$ cat src/rtl/mux_pkg.sv
// Shared constants and width helper for the channel multiplexer family.
// Latency: none (declarations only).
// Backpressure: not applicable.
package mux_pkg;

  localparam logic MODE_FIXED = 1'b0;
  localparam logic MODE_RR    = 1'b1;

  // Index width for an n-channel select; never narrower than one bit.
  function automatic int sel_width(input int n);
    return (n <= 1) ? 1 : $clog2(n);
  endfunction

endpackage

$ cat src/rtl/rr_mux_n_pick.sv
// Circular priority pick: first requester after ptr, wrapping through ptr itself.
// Latency: purely combinational.
// Backpressure: none; callers qualify the grant with their own load condition.
module rr_pick_n
  import mux_pkg::*;
#(
  parameter int N     = 16,
  parameter int SEL_W = sel_width(N)
) (
  input  logic [N-1:0]     req,
  input  logic [SEL_W-1:0] ptr,
  output logic [N-1:0]     gnt,
  output logic [SEL_W-1:0] idx
);

  logic             found;
  logic [SEL_W-1:0] j;

  // Scan (ptr+1) mod N .. ptr and latch onto the first active request.
  always_comb begin
    gnt   = '0;
    idx   = '0;
    found = 1'b0;
    j     = '0;
    for (int k = 1; k <= N; k++) begin
      j = SEL_W'((int'(ptr) + k) % N);
      if (!found && req[j]) begin
        gnt[j] = 1'b1;
        idx    = j;
        found  = 1'b1;
      end
    end
  end

endmodule

$ cat src/rtl/rr_mux_n.sv
// Registered N:1 channel mux, fixed-select or round-robin, with valid/ready on both sides.
// Latency: one cycle from input transfer to out_data/out_valid.
// Backpressure: out_valid & !out_ready stalls; in_ready drops to zero and outputs hold.
module rr_mux_n
  import mux_pkg::*;
#(
  parameter int SIZE  = 16,
  parameter int N     = 16,
  parameter int SEL_W = sel_width(N)
) (
  input  logic              clk,
  input  logic              rst_n,
  input  logic [N*SIZE-1:0] in_data,
  input  logic [N-1:0]      in_valid,
  output logic [N-1:0]      in_ready,
  input  logic              mode,
  input  logic [SEL_W-1:0]  sel,
  output logic [SIZE-1:0]   out_data,
  output logic [SEL_W-1:0]  out_src,
  output logic              out_valid,
  input  logic              out_ready
);

  logic [SIZE-1:0]  chan [N];
  logic [N-1:0]     rr_gnt;
  logic [SEL_W-1:0] rr_idx;
  logic [N-1:0]     gnt;
  logic [SEL_W-1:0] gnt_idx;
  logic [SEL_W-1:0] ptr;
  logic             load;
  logic             xfer;

  for (genvar g = 0; g < N; g++) begin : g_chan
    assign chan[g] = in_data[g*SIZE +: SIZE];
  end

  rr_pick_n #(.N(N), .SEL_W(SEL_W)) u_pick (
    .req (in_valid),
    .ptr (ptr),
    .gnt (rr_gnt),
    .idx (rr_idx)
  );

  // Output register can take a word when empty or when its word is leaving now.
  assign load = !out_valid || out_ready;
  assign xfer = load && (|gnt);

  // In reset the grant is masked so no producer sees a transfer it cannot complete.
  assign in_ready = gnt & {N{load & rst_n}};

  // Mode mux: fixed select bypasses the arbiter; an out-of-range sel never grants.
  always_comb begin
    gnt     = '0;
    gnt_idx = sel;
    if (mode == MODE_RR) begin
      gnt     = rr_gnt;
      gnt_idx = rr_idx;
    end else if (int'(sel) < N) begin
      gnt[sel] = in_valid[sel];
    end
  end

  // Output stage: load the granted word, or go empty and keep the last data/src.
  always_ff @(posedge clk or negedge rst_n) begin
    if (!rst_n) begin
      out_valid <= 1'b0;
      out_data  <= '0;
      out_src   <= '0;
    end else if (load) begin
      out_valid <= |gnt;
      if (|gnt) begin
        out_data <= chan[gnt_idx];
        out_src  <= gnt_idx;
      end
    end
  end

  // Round-robin pointer advances only on a round-robin transfer; reset gives index 0 first pick.
  always_ff @(posedge clk or negedge rst_n) begin
    if (!rst_n) begin
      ptr <= SEL_W'(N - 1);
    end else if (xfer && (mode == MODE_RR)) begin
      ptr <= rr_idx;
    end
  end

endmodule

$ cat config.mk
export PLATFORM = sky130hd
export DESIGN_NAME = rr_mux_n
export DESIGN_NICKNAME = d
export VERILOG_FILES = /design/src/rtl/mux_pkg.sv /design/src/rtl/rr_mux_n_pick.sv /design/src/rtl/rr_mux_n.sv
export SDC_FILE = /design/constraint.sdc
export NUM_CORES = 1
export LEC_CHECK = 0
export BUFFER_PORTS_ARGS = -buffer_cell sky130_fd_sc_hd__buf_2
export CORE_AREA = 5 5 135 137
export CTS_BUF_LIST = sky130_fd_sc_hd__clkbuf_2
export CTS_CLUSTER_DIAMETER = 30
export DETAILED_ROUTE_END_ITERATION = 6
export DIE_AREA = 0 0 140 142
export HOLD_SLACK_MARGIN = 0.15
export PLACE_DENSITY_LB_ADDON = 0.25
export REMOVE_ABC_BUFFERS = 1
export SLEW_MARGIN = 20
export SYNTH_ARGS = -nofsm -noshare
export SYNTH_HDL_FRONTEND = slang
export SYNTH_SLANG_ARGS = --single-unit
$ cat constraint.sdc
create_clock -name clk -period 6.75 [get_ports clk]
set_input_delay 1.6875 -clock clk [delete_from_list [all_inputs] [get_ports clk]]
set_output_delay 1.6875 -clock clk [all_outputs]
set_load 0.03 [all_outputs]
==> impl_metrics.env <==
export IMPL_avgSynthCellArea_um2=7.66
export IMPL_clk_latency_ps=400
export IMPL_register_area_um2=631
export IMPL_routed_wl_mm=51.5
export IMPL_grt_pass1_wl_mm=75.7
export IMPL_critPathMaxStageDelay_ps=500
export IMPL_ant_nets=0
export IMPL_cp_slowest_cell="mux4_2"
export IMPL_status="finished with violations"
export IMPL_synth_cell_types=87
export IMPL_firstDrtPassIters=7
export IMPL_ys_warnings_count=0
export IMPL_crit_cells=14
export IMPL_drc=29
export IMPL_critPathLaunchType="input port"
export IMPL_fin_ws_ps=-31.4
export IMPL_crit_chain="buf_2, mux4_2, and3_1, a2111o_1, nor4_4, buf_4, nand4_4, or3_4, o21ai_1, buf_4, a22oi_1, a21oi_2, nor2b_1, buf_4"
export IMPL_path_class="input port to primary output"
export IMPL_r2r_cells=21
export IMPL_port_buffers=316
export IMPL_cts_buffer_depth=2
export IMPL_slew_viol_final=0
export IMPL_cts_sinks=25
export IMPL_synth_cells=1135
export IMPL_drt_iter0_drc=2015
export IMPL_synth_top_cells_by_count="127 x mux2i_1, 104 x nor2_1, 89 x nand2_1"
export IMPL_ys_flop_type="dfrtp_1"
export IMPL_dp_hpwl_mm=41.4
export IMPL_synth_edf_count=0
export IMPL_netlist_top_cells_area="mux2i_1 15%, mux4_2 9.1%, mux2_2 8.5%"
export IMPL_crit_arrival_ps=5090
export IMPL_post_route_period_util=1.00
export IMPL_hold_path_startpoint="out_data[12]$_DFFE_PN0P_"
export IMPL_setup_violations=2
export IMPL_slew_headroom=0.263
export IMPL_violations="design-rule violations, negative setup slack"
export IMPL_post_synth_top_count_cell="mux2i_1"
export IMPL_cp_max_fo=8
export IMPL_die_area_um2=19900
export IMPL_cts_root_buf="clkbuf_2"
export IMPL_reg2reg_slack_ps=750
export IMPL_tightest_slew_ps=1100
export IMPL_rows=48
export IMPL_async_reset_ff_frac=1.00
export IMPL_rsz0062_at_grt="yes"
export IMPL_fillCellCount=1374
export IMPL_max_clock_freq_ghz=0.147
export IMPL_layout_drive_gt1_share=0.447
export IMPL_worst_r2r_startpoint="ptr[0]$_DFFE_PN1P_"
export IMPL_ctsHoldBuffers=0
export IMPL_vias=12904
export IMPL_cts_made_buffers=3
export IMPL_gp_congestion=1.21
export IMPL_synth_seq_area_share=0.0725
export IMPL_grt_start_max_net_pins=44
export IMPL_yosysTopAreaCellShare=0.146
export IMPL_wl_per_cell_um=29.1
export IMPL_rr_endpoint="out_data[15]$_DFFE_PN0P_"
export IMPL_max_cap_violations=0
export IMPL_worstHoldEndpoint="out_data[12]$_DFFE_PN0P_"
export IMPL_hold_viol_final=0
export IMPL_hold_path_class="flop to flop"
export IMPL_setup_tns_ps=-34.8
export IMPL_grt_ovfl_total=0
export IMPL_die_height_um=142
export IMPL_crit_buf_inv=4
export IMPL_layout_nets=1844
export IMPL_fp_dieW_um=140
export IMPL_fin_crit_ps=6780
export IMPL_multiInputGateArea_um2=7760
export IMPL_h_tree_depth=1
export IMPL_grt_pass1_vias=12679
export IMPL_synth_top_area_cell="mux2i_1"
export IMPL_coreArea_um2=16900
export IMPL_io_pins=317
export IMPL_clock_skew_ps=29.6
export IMPL_hold_depth=1
export IMPL_antenna_found_initial=3
export IMPL_endpoint_kind="primary output"
export IMPL_ys_ff_latch=25
export IMPL_area_delta_synth_final_pct=37.8
export IMPL_synth_area_um2=8700
export IMPL_required_ps=5060
export IMPL_path_common_cell="buf_4"
export IMPL_cts_clk_slew_worst_paths_ps=270
export IMPL_viasPerCell=7.28
export IMPL_cts_tree="yes"
export IMPL_gr_usage_all_layers=0.485
export IMPL_cp_top_family="simple AND/OR/NAND/NOR gates"
export IMPL_start_util=0.513
==> worst register-to-register path, cell delays in order (launching register included) <==
cell and delay [ps]:
dfstp_2 640, inv_1 80, buf_4 190, ha_1 250
xnor2_1 860, mux4_2 670, and2_1 190, nand2_1 180
nor3_2 60, buf_4 140, buf_4 150, a32oi_1 380
a41oi_2 210, buf_4 180, buf_4 120, or4_1 430
nor3_2 320, a21boi_4 200, buf_12 210, buf_4 150
o211ai_1 150, o22ai_1 130
==> what timing repair did <==
item | in CTS | in global routing
cloned | 0 | 1
resized for setup | 5 | 94
setup buffers | 1 | 4
pin swaps | 1 | 17
endpoints found under the setup margin | 3 | 16
==> final cells by class <==
cell class,instances,share of cell area
antenna,2,0.000418
clock buffer,4,0.00167
inverter,25,0.00783
multi-input combinational,985,0.648
sequential,25,0.0526
tap,225,0.0235
timing repair buffer,507,0.266
==> worst max path at each step <==
stage                        from  slack, ps                       end
6_report              in_valid[5]        -30              in_ready[11]
5_1_grt              in_valid[10]        -90               in_ready[6]
4_1_cts              in_valid[13]          4               in_ready[4]
3_5_place_dp         in_valid[13]          2              in_ready[11]
3_3_place_gp         in_valid[13]         -9              in_ready[11]
2_1_floorplan  ptr[0]$_DFFE_PN1P_      -6660  out_data[11]$_DFFE_PN0P_
==> flip-flops by register name, summed over array words and instances (netlist names) <==
register   flops
out_data      16
out_src        4
out_valid      1
ptr            4
==> through the flow <==
| step | setup WS (ps) | hold slack [ps] | cells | util | area [um^2] |
|---|---|---|---|---|---|
| after floorplan | -6660 | 654 | 1035 | - | 8180 |
| after global placement | -8.89 | 485 | 1761 | 0.682 | 11500 |
| after detailed placement | 2.35 | 498 | 1761 | 0.682 | 11500 |
| after CTS | 4.32 | 550 | 1766 | 0.685 | 11600 |
| after global routing | -87.8 | 578 | 1773 | 0.708 | 12000 |
| final | -31.4 | 553 | 1773 | 0.708 | 12000 |
==> logic make-up after synthesis <==
logic type | after synthesis | synth area share
AOI/OAI and AO/OA | 319 | 0.258
DFF | 25 | 0.0725
muxes | 230 | 0.325
and+or+nand+nor | 404 | 0.235
buffers and inverters | 125 | 0.0699
adders and majority gates | 17 | 0.0245
xor gates and xnor gates | 15 | 0.0160
==> layer usage <==
metal | global-route usage | vias up | wire (um)
met5 | 0 | - | 0
met4 | 0.312 | 0 | 4780
met3 | 0.167 | 422 | 7720
met2 | 0.756 | 1314 | 22100
met1 | 0.573 | 5909 | 16900
li1 | - | 5259 | -
==> cells in the final DEF, fill, tap and decap left out, types with 15 or more instances in the layout <==
master      n
a21oi_1    77
a31oi_1    19
and3_1     22
buf_2     301
buf_4     190
dfrtp_1    21
ha_1       16
inv_1      20
mux2_2     66
mux2i_1   125
mux4_2     35
nand2_1    87
nand3_1    46
nand4_1    15
nor2_1    101
nor3_1     20
o211ai_1   21
o21ai_0    22
o22ai_1    29
Power is left out: the tool's default activity adds up to more than one toggle a clock period on the data nets, which glitch-free logic cannot reach.
